<file path="config.mk">
export PLATFORM = sky130hd
export DESIGN_NAME = mul_div_unit_flat
export DESIGN_NICKNAME = d
export VERILOG_FILES = /design/src/rtl/mdu_pkg.sv /design/src/rtl/mul_div_unit_if.sv /design/src/rtl/mdu_signfix.sv /design/src/rtl/mul_div_unit.sv /design/src/flat_wrapper.sv
export SDC_FILE = /design/constraint.sdc
export NUM_CORES = 1
export LEC_CHECK = 0
export CORE_MARGIN = 8
export CORE_UTILIZATION = 47
export DETAILED_ROUTE_END_ITERATION = 6
export GPL_ROUTABILITY_DRIVEN = 1
export PLACE_DENSITY = 0.67
export SYNTH_ARGS = -nofsm -noshare
export SYNTH_HDL_FRONTEND = slang
export SYNTH_HIERARCHICAL = 1
export SYNTH_SLANG_ARGS = --single-unit
export TNS_END_PERCENT = 1
</file>
<file path="constraint.sdc">
create_clock -name clk -period 6.7 [get_ports clk]
set_clock_uncertainty 0.05 [all_clocks]
set_input_delay 1.005 -clock clk [delete_from_list [all_inputs] [get_ports clk]]
set_output_delay 1.005 -clock clk [all_outputs]
set_load 0.02 [all_outputs]
</file>
<file path="src/rtl/mdu_pkg.sv">
// Shared types for the multiply/divide unit: opcode encoding, FSM states and
// small opcode-classification helpers.
package mdu_pkg;

    typedef enum logic [2:0] {
        MULT  = 3'd0,
        MULTU = 3'd1,
        DIV   = 3'd2,
        DIVU  = 3'd3,
        MTHI  = 3'd4,
        MTLO  = 3'd5
    } md_op_t;

    typedef enum logic [1:0] {
        IDLE = 2'd0,
        RUN  = 2'd1,
        FIX  = 2'd2
    } mdu_state_t;

    function automatic logic is_arith_op(input md_op_t op);
        return (op == MULT) || (op == MULTU) || (op == DIV) || (op == DIVU);
    endfunction

    function automatic logic is_mul_op(input md_op_t op);
        return (op == MULT) || (op == MULTU);
    endfunction

    function automatic logic is_signed_op(input md_op_t op);
        return (op == MULT) || (op == DIV);
    endfunction

endpackage

</file>
<file path="src/rtl/mul_div_unit_if.sv">
// Issue/result bundle between the pipeline (master) and the multiply/divide unit (slave).
interface mul_div_unit_if
    import mdu_pkg::*;
#(
    parameter int WIDTH = 32
);
    logic             start;
    md_op_t           op;
    logic [WIDTH-1:0] a;
    logic [WIDTH-1:0] b;
    logic             cancel;
    logic             busy;
    logic             done;
    logic [WIDTH-1:0] hi;
    logic [WIDTH-1:0] lo;

    modport master (
        output start, op, a, b, cancel,
        input  busy, done, hi, lo
    );

    modport slave (
        input  start, op, a, b, cancel,
        output busy, done, hi, lo
    );
endinterface

</file>
<file path="src/rtl/mdu_signfix.sv">
// Combinational sign handling: operand magnitudes on issue, and sign correction
// of the unsigned 2*WIDTH result (product, or remainder:quotient pair).
module mdu_signfix #(
    parameter int WIDTH = 32
) (
    input  logic [WIDTH-1:0]   a_i,
    input  logic [WIDTH-1:0]   b_i,
    input  logic               signed_i,
    output logic [WIDTH-1:0]   mag_a_o,
    output logic [WIDTH-1:0]   mag_b_o,
    output logic               neg_a_o,
    output logic               neg_b_o,
    input  logic [2*WIDTH-1:0] raw_i,
    input  logic               is_mul_i,
    input  logic               neg_a_i,
    input  logic               neg_b_i,
    output logic [2*WIDTH-1:0] res_o
);
    logic [WIDTH-1:0] raw_hi;
    logic [WIDTH-1:0] raw_lo;
    logic [WIDTH-1:0] fix_hi;
    logic [WIDTH-1:0] fix_lo;

    always_comb begin
        neg_a_o = signed_i & a_i[WIDTH-1];
        neg_b_o = signed_i & b_i[WIDTH-1];
        mag_a_o = neg_a_o ? -a_i : a_i;
        mag_b_o = neg_b_o ? -b_i : b_i;
    end

    // Divide: quotient takes the XOR of the signs, remainder follows the dividend.
    always_comb begin
        raw_hi = raw_i[2*WIDTH-1:WIDTH];
        raw_lo = raw_i[WIDTH-1:0];
        fix_hi = neg_a_i ? -raw_hi : raw_hi;
        fix_lo = (neg_a_i ^ neg_b_i) ? -raw_lo : raw_lo;
        if (is_mul_i) begin
            res_o = (neg_a_i ^ neg_b_i) ? -raw_i : raw_i;
        end else begin
            res_o = {fix_hi, fix_lo};
        end
    end

endmodule

</file>
<file path="src/rtl/mul_div_unit.sv">
// Iterative radix-2 multiply/divide unit with architectural HI/LO registers.
// One shift register and one WIDTH+1-bit adder/subtractor serve both algorithms.
module mul_div_unit
    import mdu_pkg::*;
#(
    parameter int WIDTH = 32,
    parameter int CNT_W = $clog2(WIDTH + 1)
) (
    input logic          clk,
    input logic          reset,
    mul_div_unit_if.slave bus
);
    mdu_state_t         state_q, state_d;
    logic [CNT_W-1:0]   cnt_q, cnt_d;
    logic [2*WIDTH-1:0] acc_q, acc_d;
    logic [WIDTH-1:0]   m_q, m_d;
    logic               is_mul_q, is_mul_d;
    logic               sign_a_q, sign_a_d;
    logic               sign_b_q, sign_b_d;
    logic [WIDTH-1:0]   hi_q, hi_d;
    logic [WIDTH-1:0]   lo_q, lo_d;
    logic               busy_q, busy_d;
    logic               done_q, done_d;

    logic [WIDTH-1:0]   mag_a, mag_b;
    logic               neg_a, neg_b;
    logic [2*WIDTH-1:0] fixed;

    logic [WIDTH:0]     add_x, add_y, add_s;
    logic [2*WIDTH-1:0] acc_step;

    mdu_signfix #(
        .WIDTH (WIDTH)
    ) u_signfix (
        .a_i      (bus.a),
        .b_i      (bus.b),
        .signed_i (is_signed_op(bus.op)),
        .mag_a_o  (mag_a),
        .mag_b_o  (mag_b),
        .neg_a_o  (neg_a),
        .neg_b_o  (neg_b),
        .raw_i    (acc_q),
        .is_mul_i (is_mul_q),
        .neg_a_i  (sign_a_q),
        .neg_b_i  (sign_b_q),
        .res_o    (fixed)
    );

    // Multiply adds m to the upper half; divide subtracts m from the upper half
    // shifted left by one (the restoring trial). Bit WIDTH is carry or borrow.
    always_comb begin
        add_x = is_mul_q ? {1'b0, acc_q[2*WIDTH-1:WIDTH]} : acc_q[2*WIDTH-1:WIDTH-1];
        add_y = is_mul_q ? {1'b0, m_q} : ~{1'b0, m_q};
        add_s = add_x + add_y + (WIDTH+1)'(!is_mul_q);
    end

    always_comb begin
        if (is_mul_q) begin
            acc_step = acc_q[0] ? {add_s, acc_q[WIDTH-1:1]}
                                : {1'b0, acc_q[2*WIDTH-1:1]};
        end else begin
            acc_step = add_s[WIDTH] ? {acc_q[2*WIDTH-2:0], 1'b0}
                                    : {add_s[WIDTH-1:0], acc_q[WIDTH-2:0], 1'b1};
        end
    end

    always_comb begin
        state_d  = state_q;
        cnt_d    = cnt_q;
        acc_d    = acc_q;
        m_d      = m_q;
        is_mul_d = is_mul_q;
        sign_a_d = sign_a_q;
        sign_b_d = sign_b_q;
        hi_d     = hi_q;
        lo_d     = lo_q;
        busy_d   = busy_q;
        done_d   = 1'b0;

        case (state_q)
            IDLE: begin
                busy_d = 1'b0;
                if (bus.start && !bus.cancel) begin
                    if (is_arith_op(bus.op)) begin
                        state_d  = RUN;
                        cnt_d    = CNT_W'(WIDTH);
                        busy_d   = 1'b1;
                        is_mul_d = is_mul_op(bus.op);
                        sign_a_d = neg_a;
                        sign_b_d = neg_b;
                        if (is_mul_op(bus.op)) begin
                            acc_d = {{WIDTH{1'b0}}, mag_b};
                            m_d   = mag_a;
                        end else begin
                            acc_d = {{WIDTH{1'b0}}, mag_a};
                            m_d   = mag_b;
                        end
                    end else if (bus.op == MTHI) begin
                        hi_d = bus.a;
                    end else if (bus.op == MTLO) begin
                        lo_d = bus.a;
                    end
                end
            end
            RUN: begin
                if (bus.cancel) begin
                    state_d = IDLE;
                    cnt_d   = '0;
                    busy_d  = 1'b0;
                end else begin
                    acc_d = acc_step;
                    cnt_d = cnt_q - CNT_W'(1);
                    if (cnt_q == CNT_W'(1)) begin
                        state_d = FIX;
                    end
                end
            end
            FIX: begin
                state_d = IDLE;
                cnt_d   = '0;
                busy_d  = 1'b0;
                if (!bus.cancel) begin
                    // A zero divisor leaves the dividend in the remainder half already.
                    hi_d   = fixed[2*WIDTH-1:WIDTH];
                    lo_d   = (!is_mul_q && (m_q == '0)) ? '1 : fixed[WIDTH-1:0];
                    done_d = 1'b1;
                end
            end
            default: begin
                state_d = IDLE;
                cnt_d   = '0;
                busy_d  = 1'b0;
            end
        endcase
    end

    always_ff @(posedge clk or posedge reset) begin
        if (reset) begin
            state_q  <= IDLE;
            cnt_q    <= '0;
            acc_q    <= '0;
            m_q      <= '0;
            is_mul_q <= 1'b0;
            sign_a_q <= 1'b0;
            sign_b_q <= 1'b0;
            hi_q     <= '0;
            lo_q     <= '0;
            busy_q   <= 1'b0;
            done_q   <= 1'b0;
        end else begin
            state_q  <= state_d;
            cnt_q    <= cnt_d;
            acc_q    <= acc_d;
            m_q      <= m_d;
            is_mul_q <= is_mul_d;
            sign_a_q <= sign_a_d;
            sign_b_q <= sign_b_d;
            hi_q     <= hi_d;
            lo_q     <= lo_d;
            busy_q   <= busy_d;
            done_q   <= done_d;
        end
    end

    assign bus.busy = busy_q;
    assign bus.done = done_q;
    assign bus.hi   = hi_q;
    assign bus.lo   = lo_q;

endmodule

</file>
<file path="src/flat_wrapper.sv">
// flat-port wrapper written by rule: the top's interface ports become plain ports
module mul_div_unit_flat import mdu_pkg::*;
#(
    parameter int WIDTH = 32,
    parameter int CNT_W = $clog2(WIDTH + 1)
)
  (clk, reset, bus_start, bus_op, bus_a, bus_b, bus_cancel, bus_busy, bus_done, bus_hi, bus_lo);
  mul_div_unit_if #(.WIDTH(WIDTH)) bus_i ();
  input logic clk;
  input logic reset;
  input wire logic [$bits(bus_i.start)-1:0] bus_start;
  input wire logic [$bits(bus_i.op)-1:0] bus_op;
  input wire logic [$bits(bus_i.a)-1:0] bus_a;
  input wire logic [$bits(bus_i.b)-1:0] bus_b;
  input wire logic [$bits(bus_i.cancel)-1:0] bus_cancel;
  output wire logic [$bits(bus_i.busy)-1:0] bus_busy;
  output wire logic [$bits(bus_i.done)-1:0] bus_done;
  output wire logic [$bits(bus_i.hi)-1:0] bus_hi;
  output wire logic [$bits(bus_i.lo)-1:0] bus_lo;
  assign bus_i.start = bus_start;
  assign bus_i.op = bus_op;
  assign bus_i.a = bus_a;
  assign bus_i.b = bus_b;
  assign bus_i.cancel = bus_cancel;
  assign bus_busy = bus_i.busy;
  assign bus_done = bus_i.done;
  assign bus_hi = bus_i.hi;
  assign bus_lo = bus_i.lo;
  mul_div_unit #(.WIDTH(WIDTH), .CNT_W(CNT_W)) u_core (.clk(clk), .reset(reset), .bus(bus_i));
endmodule
</file>
==> flow_metrics.env, run 1 <==
export IMPL_yosys_area_share_adder=0.03307
export IMPL_synth_top_family_by_area="compound AO/OA/AOI/OAI gates"
export IMPL_grt_pass1_vias=13590
export IMPL_yosys_register_bits=173
export IMPL_die_w_um=192.3
export IMPL_finalSetupViolCount=0
export IMPL_finalHoldViolCount=0
export IMPL_cts_buffers=17
export IMPL_fin_area_mm2=0.01673
export IMPL_vias=14320
export IMPL_synthMuxAreaShare=0.1071
export IMPL_dpl_hpwl_mm=39.85
export IMPL_synthCells=1851
export IMPL_critPathSlowestCell="dfrtp_4"
export IMPL_fin_nets=2022
export IMPL_initial_core_util=0.4774
export IMPL_r2r_start="u_core/is_mul_q"
export IMPL_cts_sinks=173
export IMPL_setup_tns_ns=0
export IMPL_crit_chain="buf_4 -> mux2_2 -> ha_1 -> nand4_1 -> nor3_1 -> o2111ai_1 -> nand2_1 -> or4_4 -> nand3_2 -> mux2_1 -> a22oi_1 -> o21ai_1"
export IMPL_placed_cell_area_mm2=0.01617
export IMPL_worstHoldPathCells=2
export IMPL_grt_max_degree=87
export IMPL_synth_xor_area_frac=0.1115
export IMPL_crit_buf_inv=1
export IMPL_globalplace_congestion=0.9628
export IMPL_die_area_mm2=0.03697
export IMPL_htree_levels=4
export IMPL_ys_warn_count=6
export IMPL_outcome="finished clean"
export IMPL_die_h_um=192.3
export IMPL_rrSetupSlack_ns=1.51
export IMPL_layout_min_cycle_time_ns=5.192
export IMPL_syn2layout_area_growth_pct=14.56
export IMPL_dr_pass1_iters=7
export IMPL_r2r_cells=12
export IMPL_cts_buffer_depth=2
export IMPL_cts_reportedPaths_clkPinSlew_ns=0.07
export IMPL_synth_yosys_seq_area_share=0.2964
export IMPL_ys_flop_type="dfrtp_1"
export IMPL_min_path_type="reg -> reg"
export IMPL_vias_per_cell=6.169
export IMPL_critPathKind="reg -> reg"
export IMPL_layout_worst_path_cycle_share=0.7749
export IMPL_netlist_area_mm2=0.01460
export IMPL_num_rows=64
export IMPL_insertion_delay_ns=0.44
export IMPL_p_per_area_mw_per_mm2=628.5
export IMPL_worst_setup_path_start_kind="register"
export IMPL_drc_errors=0
export IMPL_max_cap_viol_count=0
export IMPL_synth_edf_count=0
export IMPL_required_ns=6.96
export IMPL_grt_pass1_wl_mm=80.33
export IMPL_cts_tree="yes"
export IMPL_syn_num_nets=1960
export IMPL_cts_resized=0
export IMPL_tightest_slew_ns=1.233
export IMPL_r2r_end="u_core/acc_q[50]"
export IMPL_grt_ovfl_total=0
export IMPL_async_flop_share=1.000
export IMPL_drt_iter0_markers=1824
export IMPL_min_delay_start="u_core/bus.lo[24]"
export IMPL_core_area_mm2=0.03059
export IMPL_clockRootBuffer="clkbuf_16"
export IMPL_synthSimpleGateAreaFrac=0.1999
export IMPL_max_stage_delay_ns=1.02
export IMPL_leakage_nw=6.790
export IMPL_io_buffers=136
export IMPL_drtAntennaViolNets=0
export IMPL_crit_fanout=86
export IMPL_synthDistinctLibCells=76
export IMPL_crit_family="simple AND/OR/NAND/NOR gates"
export IMPL_track_usage=0.2801
export IMPL_final_cell_mix="282 x nand2_1, 222 x o21ai_0, 172 x dfrtp_1, 141 x nor2_1, 136 x clkdlybuf4s50_1"
export IMPL_final_common_cell="nand2_1"
export IMPL_synth_compound_area_frac=0.2087
export IMPL_cp_arrival_ns=5.45
export IMPL_drive_above_1_share=0.07948
export IMPL_min_to="u_core/bus.lo[24]"
export IMPL_rsz0062_at_grt="no"
export IMPL_wl_mm=52.22
export IMPL_postCtsHoldBufs=0
export IMPL_antenna_found_initial=0
export IMPL_timing_fmax_mhz=192.6
export IMPL_synth_area_per_cell_um2=7.890
export IMPL_end_kind="register"
export IMPL_io_pins=137
export IMPL_wl_per_cell_um=22.49
export IMPL_max_slew_margin_rel=0.1781
export IMPL_ir_worst_vdd_v=0.0003279
export IMPL_slew_viol_final=0
export IMPL_post_cts_setup_buffers=0
## how the worst max path moves through the flow
| stage | slack [ns] | cells past startpoint | start | to |
|---|---|---|---|---|
| final | 1.51 | 12 | u_core/is_mul_q | u_core/acc_q[50] |
| after global routing | 1.11 | 12 | u_core/is_mul_q | u_core/acc_q[50] |
| after CTS | 1.64 | 12 | u_core/is_mul_q | u_core/acc_q[50] |
| after detailed placement | 1.67 | 11 | u_core/is_mul_q | u_core/acc_q[52] |
| after global placement | 1.74 | 11 | u_core/is_mul_q | u_core/acc_q[52] |
| after floorplan | 0.96 | 1 | reset | u_core/acc_q[0] |
## tightest hold or removal path, delay by kind of cell, from the launching register on
family | cells | cell delay [ns]
compound gates | 1 | 0.06
flops | 1 | 0.34
simple gates | 1 | 0.05
## cells in the mapped netlist (4+ instances only)
cell | number | area share
or4_1 | 17 | 0.0087
a21o_1 | 12 | 0.0062
a211oi_1 | 15 | 0.0077
a21oi_2 | 4 | 0.0024
nor2b_1 | 8 | 0.0034
o21bai_1 | 4 | 0.0021
o211ai_1 | 7 | 0.0036
o31ai_1 | 19 | 0.0098
o221ai_1 | 5 | 0.0030
o41ai_1 | 6 | 0.0036
nand2b_1 | 13 | 0.0056
o21ai_1 | 11 | 0.0038
mux2i_1 | 82 | 0.056
xor2_1 | 59 | 0.035
mux2_2 | 64 | 0.049
o21ai_0 | 222 | 0.076
nand2_1 | 283 | 0.073
nand4_1 | 15 | 0.0064
nand3_1 | 52 | 0.018
dfrtp_1 | 173 | 0.30
nor4_1 | 19 | 0.0081
or2_2 | 6 | 0.0026
o22ai_1 | 34 | 0.015
nor2_1 | 142 | 0.036
nor3_1 | 35 | 0.012
ha_1 | 37 | 0.032
buf_6 | 6 | 0.0046
buf_1 | 13 | 0.0033
or3_1 | 10 | 0.0043
a21oi_1 | 131 | 0.045
xnor2_1 | 127 | 0.076
or4_4 | 5 | 0.0039
and2_1 | 8 | 0.0034
a221o_1 | 6 | 0.0041
a31oi_1 | 11 | 0.0047
nand3b_1 | 6 | 0.0031
inv_1 | 40 | 0.010
clkbuf_1 | 86 | 0.022
o21a_1 | 5 | 0.0026
## logic make-up after synthesis
kind of cell	count (synthesis)
AO/OA/AOI/OAI	520
XOR/XNOR	186
adder cells (fa/ha/maj)	38
buffers and inverters	150
flip-flops	173
multiplexers	148
AND/OR/NAND/NOR	636
## per-stage QoR
stage / hold slack [ns] / std cells / setup slack, ns / util / power [W]
finish: 0.4374 / 2322 / 1.508 / 0.5470 / 0.01051
global route: 0.4478 / 2321 / 1.112 / 0.5469 / 0.01132
CTS: 0.4353 / 2321 / 1.636 / 0.5469 / 0.01041
detailed placement: 0.4209 / 2290 / 1.669 / 0.5286 / 0.009405
global placement: 0.4150 / 2290 / 1.738 / 0.5286 / 0.009311
floorplan: 0.4018 / 1851 / 0.9565 / - / 0.007421
## routing by layer
| metal | part of all wire | track usage | vias to the layer above |
|---|---|---|---|
| li1 | - | - | 6731 |
| met1 | 0.43 | 0.3832 | 6900 |
| met2 | 0.45 | 0.4382 | 598 |
| met3 | 0.078 | 0.04626 | 95 |
| met4 | 0.033 | 0.1069 | 0 |
| met5 | 0 | 0 | - |
## final cells by class
type                            instances  area, um2
Multi-Input combinational cell       1528       9698
Fill cell                            2925      13860
Clock inverter                         11      111.4
Sequential cell                       173       4333
Clock buffer                           20      446.7
Antenna cell                            1      2.502
Timing Repair Buffer                  153       1489
Inverter                               40      155.1
Tap cell                              396      495.5
## where the power goes
group | total [W] | leakage, nW | switching [W] | internal [W]
registers | 0.00235 | 2.15 | 0.000828 | 0.00152
logic | 0.00718 | 4.38 | 0.00419 | 0.00299
clock network | 0.000984 | 0.261 | 0.000459 | 0.000525
## flip-flops by register name, summed over array words and instances (netlist names)
name	cells
u_core/acc_q	64
u_core/bus.busy	1
u_core/is_mul_q	1
u_core/sign_b_q	1
u_core/bus.lo	32
u_core/bus.hi	32
u_core/bus.done	1
u_core/cnt_q	6
u_core/state_q	2
u_core/sign_a_q	1
u_core/m_q	32
No activity file was read; power rests on OpenSTA's default activity.
==> inputs of run 2 (changes only) <==
==> constraint.sdc (replaced) <==
create_clock -name clk -period 5 [get_ports clk]
set_clock_uncertainty 0.05 [all_clocks]
set_input_delay 0.75 -clock clk [delete_from_list [all_inputs] [get_ports clk]]
set_output_delay 0.75 -clock clk [all_outputs]
set_load 0.02 [all_outputs]
==> run 2 against run 1 <==
Global-route usage shrank 0.49 points. Cell count increased by 0.99%. Sequential power increased by 28%. Hold slack got worse by 0.0033 ns. Non-clock buffer count increased by 23. Worst setup slack worse by 0.84 ns. Count of clock-buffer cells in the layout is 2 lower. Die area did not move. Critical path type unchanged.
==> flow_metrics.env, run 2 (synthesized netlist as in run 1, its figures left out) <==
export IMPL_timing_fmax_mhz=231.0
export IMPL_drc_errors=0
export IMPL_grt_pass1_wl_mm=79.09
export IMPL_clock_power_share=0.096
export IMPL_largest_reg_flops=64
export IMPL_drt_met1_wl_mm=22.47
export IMPL_p_per_area_mw_per_mm2=843.9
export IMPL_clockRootBuffer="clkbuf_16"
export IMPL_io_pins=137
export IMPL_p_seq_frac=0.210
export IMPL_fin_area_mm2=0.01696
export IMPL_highest_layer="met4"
export IMPL_core_area_mm2=0.03059
export IMPL_finalHoldViolCount=0
export IMPL_ir_worst_vdd_v=0.0005070
export IMPL_postCtsHoldBufs=0
export IMPL_cts_sinks=173
export IMPL_globalplace_congestion=0.9777
export IMPL_wl_per_cell_um=22.06
export IMPL_tightest_slew_ns=1.173
export IMPL_critPathSlowestCell="dfrtp_4"
export IMPL_cts_reportedPaths_clkPinSlew_ns=0.07
export IMPL_drt_iter0_markers=1457
export IMPL_p_sw_w=0.007369
export IMPL_diodes=0
export IMPL_multiInputGateArea_mm2=0.009691
export IMPL_layout_min_cycle_time_ns=4.329
export IMPL_swShare=0.5150
export IMPL_layout_cells_non_filler=2345
export IMPL_cts_buffer_depth=2
export IMPL_vias=14370
export IMPL_track_usage=0.2753
export IMPL_grt_max_degree=67
export IMPL_seq_area_mm2=0.004333
export IMPL_critPathKind="reg -> reg"
export IMPL_fin_nets=2045
export IMPL_dp_cells=2313
export IMPL_required_ns=5.26
export IMPL_cts_resized=0
export IMPL_max_cap_viol_count=0
export IMPL_die_area_mm2=0.03697
export IMPL_grt_ovfl_total=0
export IMPL_max_stage_delay_ns=0.78
export IMPL_max_slew_margin_rel=0.2180
export IMPL_routed_wl_met3_mm=3.821
export IMPL_post_cts_setup_buffers=0
export IMPL_combPwrFrac=0.693
export IMPL_syn2layout_area_growth_pct=16.11
export IMPL_outcome="finished clean"
export IMPL_worst_setup_path_start_kind="register"
export IMPL_dr_pass1_iters=6
export IMPL_top_register="u_core/acc_q"
export IMPL_num_rows=64
export IMPL_io_buffers=136
export IMPL_cell_internal_pwr_w=0.006941
export IMPL_cts_tree="yes"
export IMPL_rsz0062_at_grt="no"
export IMPL_final_common_cell="nand2_1"
export IMPL_cp_arrival_ns=4.58
export IMPL_vias_per_cell=6.126
export IMPL_placed_cell_area_mm2=0.01636
export IMPL_leakage_nw=6.938
export IMPL_end_kind="register"
export IMPL_min_path_type="reg -> reg"
export IMPL_rrSetupSlack_ns=0.67
export IMPL_route_met2_wl_mm=23.53
export IMPL_grt_pass1_vias=13500
export IMPL_htree_levels=4
export IMPL_drtAntennaViolNets=0
export IMPL_crit_chain="buf_4 -> mux2_2 -> ha_1 -> a21oi_1 -> o21a_1 -> a2bb2oi_1 -> nand2_1 -> or4_4 -> nand3_2 -> buf_12 -> mux2_1 -> a22oi_1 -> o21ai_1"
export IMPL_insertion_delay_ns=0.44
export IMPL_drive_above_1_share=0.09133
export IMPL_initial_core_util=0.4774
export IMPL_layout_worst_path_cycle_share=0.8659
export IMPL_die_h_um=192.3
export IMPL_final_cell_mix="282 x nand2_1, 222 x o21ai_0, 172 x dfrtp_1, 141 x nor2_1, 136 x clkdlybuf4s50_1"
export IMPL_finalSetupViolCount=0
export IMPL_fillers=2898
export IMPL_setup_tns_ns=0
export IMPL_wl_mm=51.72
export IMPL_slew_viol_final=0
export IMPL_power_w=0.01431
export IMPL_cts_buffers=17
export IMPL_die_w_um=192.3
export IMPL_antenna_found_initial=1
export IMPL_crit_fanout=47
export IMPL_dpl_hpwl_mm=40.07
==> run 2: cell types whose count changed in the layout (fill, tap and decap cells not counted), sizes merged <==
cell	change
buf	+23
clkinv	+3
clkbuf	-2
bufinv	+1
clkinvlp	-1
diode	-1
==> run 2: layer usage <==
metal | up-vias | global-route usage
met5 | - | 0
met4 | 0 | 0.1043
met1 | 6844 | 0.3742
li1 | 6759 | -
met2 | 659 | 0.4336
met3 | 103 | 0.04572
==> run 2: final timing paths <==
check / endpoint / startpoint / depth (start not counted)
max: u_core/acc_q[50] / u_core/is_mul_q / 13
max in group asynchronous: u_core/acc_q[24] / reset / 3
min in group asynchronous: u_core/bus.hi[26] / reset / 2
min: u_core/bus.lo[29] / u_core/bus.lo[29] / 2
max reg2reg: u_core/acc_q[50] / u_core/is_mul_q / 13
min reg2reg: u_core/bus.lo[29] / u_core/bus.lo[29] / 2
==> run 2: final cells by class <==
type	instances	area share
Multi-Input combinational cell	1528	0.5715
Sequential cell	173	0.2555
Timing Repair Buffer	176	0.09947
Tap cell	396	0.02922
Clock buffer	18	0.02590
Clock inverter	14	0.009297
Inverter	40	0.009076
==> run 2: critical path, delay by kind of cell (launching register included) <==
family / cells / cell delay [ns]
muxes: 2 / 0.69
adders and majority gates: 1 / 0.39
buffers and inverters: 2 / 0.53
AOI/OAI and AO/OA: 5 / 0.82
DFF: 1 / 0.78
and+or+nand+nor: 3 / 0.91
==> run 2: power groups by stage <==
stage | Combinational, W | Sequential (W) | Clock [W]
floorplan | 0.00698 | 0.00297 | 0
global placement | 0.00969 | 0.00299 | 0
detailed placement | 0.00974 | 0.00301 | 0
CTS | 0.00979 | 0.00299 | 0.00141
global route | 0.0108 | 0.00310 | 0.00146
finish | 0.00992 | 0.00301 | 0.00138
==> run 2: through the flow <==
| stage | worst slack, ns | hold slack [ns] | utilization |
|---|---|---|---|
| finish | 0.6706 | 0.4341 | 0.5543 |
| global route | 0.3344 | 0.4655 | 0.5543 |
| CTS | 0.7224 | 0.4364 | 0.5543 |
| detailed placement | 0.7375 | 0.4202 | 0.5348 |
| global placement | 0.7656 | 0.4154 | 0.5348 |
| floorplan | 0.6194 | 0.4018 | - |
==> inputs of run 3 (changes only) <==
--- a/config.mk
+++ b/config.mk
@@ -5,7 +5,7 @@
 export SDC_FILE = /design/constraint.sdc
 export NUM_CORES = 1
 export LEC_CHECK = 0
-export CORE_MARGIN = 8
+export CORE_MARGIN = 5
 export CORE_UTILIZATION = 47
 export DETAILED_ROUTE_END_ITERATION = 6
 export GPL_ROUTABILITY_DRIVEN = 1
==> run 3 against run 2 <==
Cell area down 0.32%. Register-to-register slack better by 0.02 ns. Highest routed layer unchanged. Count of clock-buffer cells in the layout down 1. Maximum frequency up 0.42%. Combinational power about the same. Critical path type unchanged. Sequential power about the same. Clock power down 4%.
==> flow_metrics.env, run 3 (synthesized netlist as in run 1, its figures left out) <==
export IMPL_drt_iter0_markers=1618
export IMPL_crit_fanout=66
export IMPL_io_buffers=136
export IMPL_cts_buffers=17
export IMPL_timing_fmax_mhz=232.0
export IMPL_outcome="finished clean"
export IMPL_r2r_end="u_core/acc_q[38]"
export IMPL_power_w=0.01423
export IMPL_leakage_nw=6.895
export IMPL_grt_pass1_wl_mm=79.62
export IMPL_slew_viol_final=0
export IMPL_initial_core_util=0.4762
export IMPL_cts_resized=0
export IMPL_layout_min_cycle_time_ns=4.311
export IMPL_top_register="u_core/acc_q"
export IMPL_finalSetupViolCount=0
export IMPL_die_area_mm2=0.03470
export IMPL_worst_setup_path_start_kind="register"
export IMPL_htree_levels=4
export IMPL_num_rows=64
export IMPL_finalHoldViolCount=0
export IMPL_final_cell_mix="282 x nand2_1, 222 x o21ai_0, 172 x dfrtp_1, 141 x nor2_1, 136 x clkdlybuf4s50_1"
export IMPL_rrSetupSlack_ns=0.69
export IMPL_postLayoutSetupSlackWorst_ns=0.6888
export IMPL_grt_pass1_vias=13670
export IMPL_io_pins=137
export IMPL_vias_per_cell=6.144
export IMPL_cell_internal_pwr_w=0.006821
export IMPL_critPathKind="reg -> reg"
export IMPL_vias=14350
export IMPL_die_w_um=186.3
export IMPL_p_seq_frac=0.211
export IMPL_core_area_mm2=0.03067
export IMPL_min_path_type="reg -> reg"
export IMPL_clockRootBuffer="clkbuf_16"
export IMPL_die_h_um=186.3
export IMPL_end_kind="register"
export IMPL_rsz0062_at_grt="no"
export IMPL_cts_tree="yes"
export IMPL_worstHoldPathCells=2
export IMPL_tightest_slew_ns=1.170
export IMPL_insertion_delay_ns=0.45
export IMPL_cts_buffer_depth=2
export IMPL_track_usage=0.2939
export IMPL_dp_cells=2304
export IMPL_layout_cells_non_filler=2336
export IMPL_drtAntennaViolNets=0
export IMPL_r2r_cells=13
export IMPL_post_cts_setup_buffers=0
export IMPL_ir_worst_vdd_v=0.0003886
export IMPL_swShare=0.5208
export IMPL_drive_above_1_share=0.08711
export IMPL_required_ns=5.25
export IMPL_drc_errors=0
export IMPL_globalplace_congestion=0.9873
export IMPL_final_common_cell="nand2_1"
export IMPL_crit_chain="buf_12 -> mux2_2 -> ha_1 -> o211ai_1 -> o21ai_1 -> o2111ai_1 -> nand2_1 -> or4_4 -> nand3_2 -> buf_12 -> mux2_2 -> o21ai_0 -> o21ai_0"
export IMPL_max_slew_margin_rel=0.2202
export IMPL_syn2layout_area_growth_pct=15.74
export IMPL_layout_worst_path_cycle_share=0.8622
export IMPL_diodes=0
export IMPL_min_delay_start="u_core/bus.lo[26]"
export IMPL_p_per_area_mw_per_mm2=842.1
export IMPL_grt_max_degree=76
export IMPL_critPathSlowestCell="dfrtp_4"
export IMPL_postCtsHoldBufs=0
export IMPL_wl_per_cell_um=22.05
export IMPL_p_sw_w=0.007413
export IMPL_combPwrFrac=0.696
export IMPL_cts_sinks=173
export IMPL_grt_ovfl_total=0
export IMPL_cts_reportedPaths_clkPinSlew_ns=0.08
export IMPL_setup_tns_ns=0
export IMPL_antenna_found_initial=0
export IMPL_max_cap_viol_count=0
export IMPL_fin_nets=2036
export IMPL_r2r_start="u_core/is_mul_q"
export IMPL_cp_arrival_ns=4.56
export IMPL_dpl_hpwl_mm=39.41
export IMPL_hold_worst_slack_ns=0.4370
export IMPL_dp_worst_setup_slack_ns=0.7609
export IMPL_clock_power_share=0.094
export IMPL_largest_reg_flops=64
export IMPL_max_stage_delay_ns=0.64
export IMPL_min_to="u_core/bus.lo[26]"
export IMPL_wl_mm=51.51
export IMPL_dr_pass1_iters=5
==> run 3: through the flow <==
stage	util	cell area (um2)
floorplan	-	14610
detailed placement	0.5324	16330
global route	0.5511	16900
global placement	0.5324	16330
finish	0.5511	16900
CTS	0.5511	16900
==> run 3: worst max-delay path: cells and delay by family, from the launching register on <==
family | cells | cell delay [ns]
AO/OA/AOI/OAI | 5 | 0.91
flip-flops | 1 | 0.64
multiplexers | 2 | 0.72
buffers and inverters | 2 | 0.54
adder cells (fa/ha/maj) | 1 | 0.39
AND/OR/NAND/NOR | 3 | 0.91
==> run 3: worst max path at each step <==
| stage | from | end | slack [ns] | cells past startpoint |
|---|---|---|---|---|
| floorplan | u_core/is_mul_q | u_core/acc_q[50] | 0.62 | 16 |
| global placement | u_core/is_mul_q | u_core/acc_q[38] | 0.83 | 12 |
| detailed placement | u_core/is_mul_q | u_core/acc_q[38] | 0.76 | 13 |
| CTS | u_core/is_mul_q | u_core/acc_q[38] | 0.75 | 13 |
| global route | u_core/is_mul_q | u_core/acc_q[38] | 0.40 | 13 |
| finish | u_core/is_mul_q | u_core/acc_q[38] | 0.69 | 13 |
==> run 3: cell type report <==
type,count,area [um2]
clock inverter,15,147.6
tap,396,495.5
timing repair buffer,167,1657
fill,2949,13770
sequential,173,4333
multi-input combinational,1528,9691
inverter,40,153.9
clock buffer,17,425.4
==> run 3: power groups by stage <==
stage               registers [W]  logic (W)  clock network [W]
floorplan                 0.00297    0.00698                  0
global placement          0.00299    0.00963                  0
detailed placement        0.00300    0.00974                  0
CTS                       0.00298    0.00977            0.00135
global route              0.00308     0.0108            0.00140
finish                    0.00300    0.00990            0.00133
==> run 3: metal layers <==
metal | wire length [um] | GRT usage | vias to the layer above
met2 | 23520 | 0.4607 | 594
met3 | 3659 | 0.05251 | 113
met4 | 1693 | 0.1041 | 0
met1 | 22630 | 0.4103 | 6895
met5 | 0 | 0 | -
li1 | - | - | 6750
==> edit (config.mk and constraints of run 1) <==
Make the reset (`reset`) synchronous in one clocked block.
--- a/src/rtl/mul_div_unit.sv
+++ b/src/rtl/mul_div_unit.sv
@@ -134,7 +134,7 @@
         endcase
     end
 
-    always_ff @(posedge clk or posedge reset) begin
+    always_ff @(posedge clk) begin
         if (reset) begin
             state_q  <= IDLE;
             cnt_q    <= '0;
Behaviour: differs if reset is asserted again (counterexample within 4 cycles, from zero or initial values and one cycle with reset high); with reset held inactive, the same outputs for 4 cycles.
==> edit against run 1 <==
Wire length is 2.8% higher; die area is 2.2% lower; non-clock buffer count is 4 higher; design area is 2.0% lower; sequential cell count stayed put; worst setup slack better by 460 ps; synthesized area is 2.4% lower; worst hold slack worse by 30 ps; critical path type unchanged.
Power is left out: it rests on default switching activity, and per cell area and clock period it moved more than threefold.
==> edit: results (changes against run 1) <==
First-pass GRT wire length: 81300 um (+1.2%)
Post-synth top cells: nand2_1 (318), nor2_1 (224), dfxtp_1 (173)
Net Count, Synth: 2037 (+3.9%)
Layout Cells excl Fill: 2377 (+2.4%)
Worst r2r src: u_core/is_mul_q$_SDFFE_PP0P_
GPL Wtd Cong: 0.928 (-3.6%)
Met1 wire length: 22100 um (-2.5%)
Vias in the first global route: 14030 (+3.2%)
Fillers: 2873 (-1.8%)
Layout cells sized above 1: 0.0664 (-0.0130)
Met2 wire len: 25400 um (+6.9%)
WHS Endpoint: u_core/bus.lo[16]$_SDFFE_PP0P_
Syn avg cell area: 7.39 um^2 (-6.3%)
Antenna violations before repair: 1 (+1)
Asr flop ratio synth: 0 (-1.00)
CTS Buf Count: 17 (unchanged)
DRT iter0 DRCs: 1573 (-14%)
R2r setup slk: 1970 ps (+460 ps)
Register area share after synthesis: 0.243 (-0.0535)
Outcome: complete, no violations
Total Wirelength: 53700 um (+2.8%)
H-tree depth: 4 (unchanged)
Final Cycle Share: 0.706 (-0.0693)
Primary FF master, synth: dfxtp_1
Family with the most delay on the worst path: flip-flops
Post-route cell area: 0.0164 mm^2 (-2.0%)
Largest net degree at the start of global routing: 91 (+4.6%)
DR top layer: met5
Slew Limit Headroom: 0.173 (-0.00526)
Area contributors post-synth: dfxtp_1 (24%), nand2_1 (8.4%), xnor2_1 (7.7%)
Drt pass-1 iters: 6 (-1)
Final nets: 2083 (+3.0%)
Routed vias/inst: 6.33 (+2.5%)
# placed instances: 2345 (+2.4%)
Hold path start: u_core/bus.lo[16]$_SDFFE_PP0P_
Reg-to-Reg End: u_core/acc_q[49]$_SDFFE_PP0P_
Metal3 WL: 3760 um (-7.5%)
Ant diodes: 0 (-1)
-- edit: layout make-up --
type,count,share of cell area
flip-flops and latches,173,0.212
well taps,390,0.0298
clock inverters,15,0.0104
multi-input cells,1590,0.622
repair buffers,157,0.0925
inverters,35,0.00801
clock buffers,17,0.0259
-- edit: routing by layer --
layer,track usage,vias up
met1,0.360,7114
met2,0.475,677
met3,0.0386,125
li1,-,7117
met5,0,-
met4,0.138,2
-- edit: worst max path at each step --
| stage | from | endpoint | slack [ps] | cells after the start |
|---|---|---|---|---|
| 4_1_cts | u_core/is_mul_q$_SDFFE_PP0P_ | u_core/acc_q[49]$_SDFFE_PP0P_ | 1980 | 12 |
| 3_3_place_gp | u_core/is_mul_q$_SDFFE_PP0P_ | u_core/acc_q[49]$_SDFFE_PP0P_ | 2090 | 12 |
| 2_1_floorplan | u_core/is_mul_q$_SDFFE_PP0P_ | u_core/acc_q[58]$_SDFFE_PP0P_ | 2290 | 15 |
| 3_5_place_dp | u_core/is_mul_q$_SDFFE_PP0P_ | u_core/acc_q[49]$_SDFFE_PP0P_ | 2030 | 12 |
| 6_report | u_core/is_mul_q$_SDFFE_PP0P_ | u_core/acc_q[49]$_SDFFE_PP0P_ | 1970 | 12 |
| 5_1_grt | u_core/is_mul_q$_SDFFE_PP0P_ | u_core/acc_q[49]$_SDFFE_PP0P_ | 1670 | 12 |
-- edit: cells by family after synthesis --
| family | share of synthesized area |
|---|---|
| AO/OA/AOI/OAI | 0.255 |
| flip-flops | 0.243 |
| XOR/XNOR | 0.117 |
| multiplexers | 0.0633 |
| adder cells (fa/ha/maj) | 0.0339 |
| AND/OR/NAND/NOR | 0.242 |
| buffers and inverters | 0.0461 |
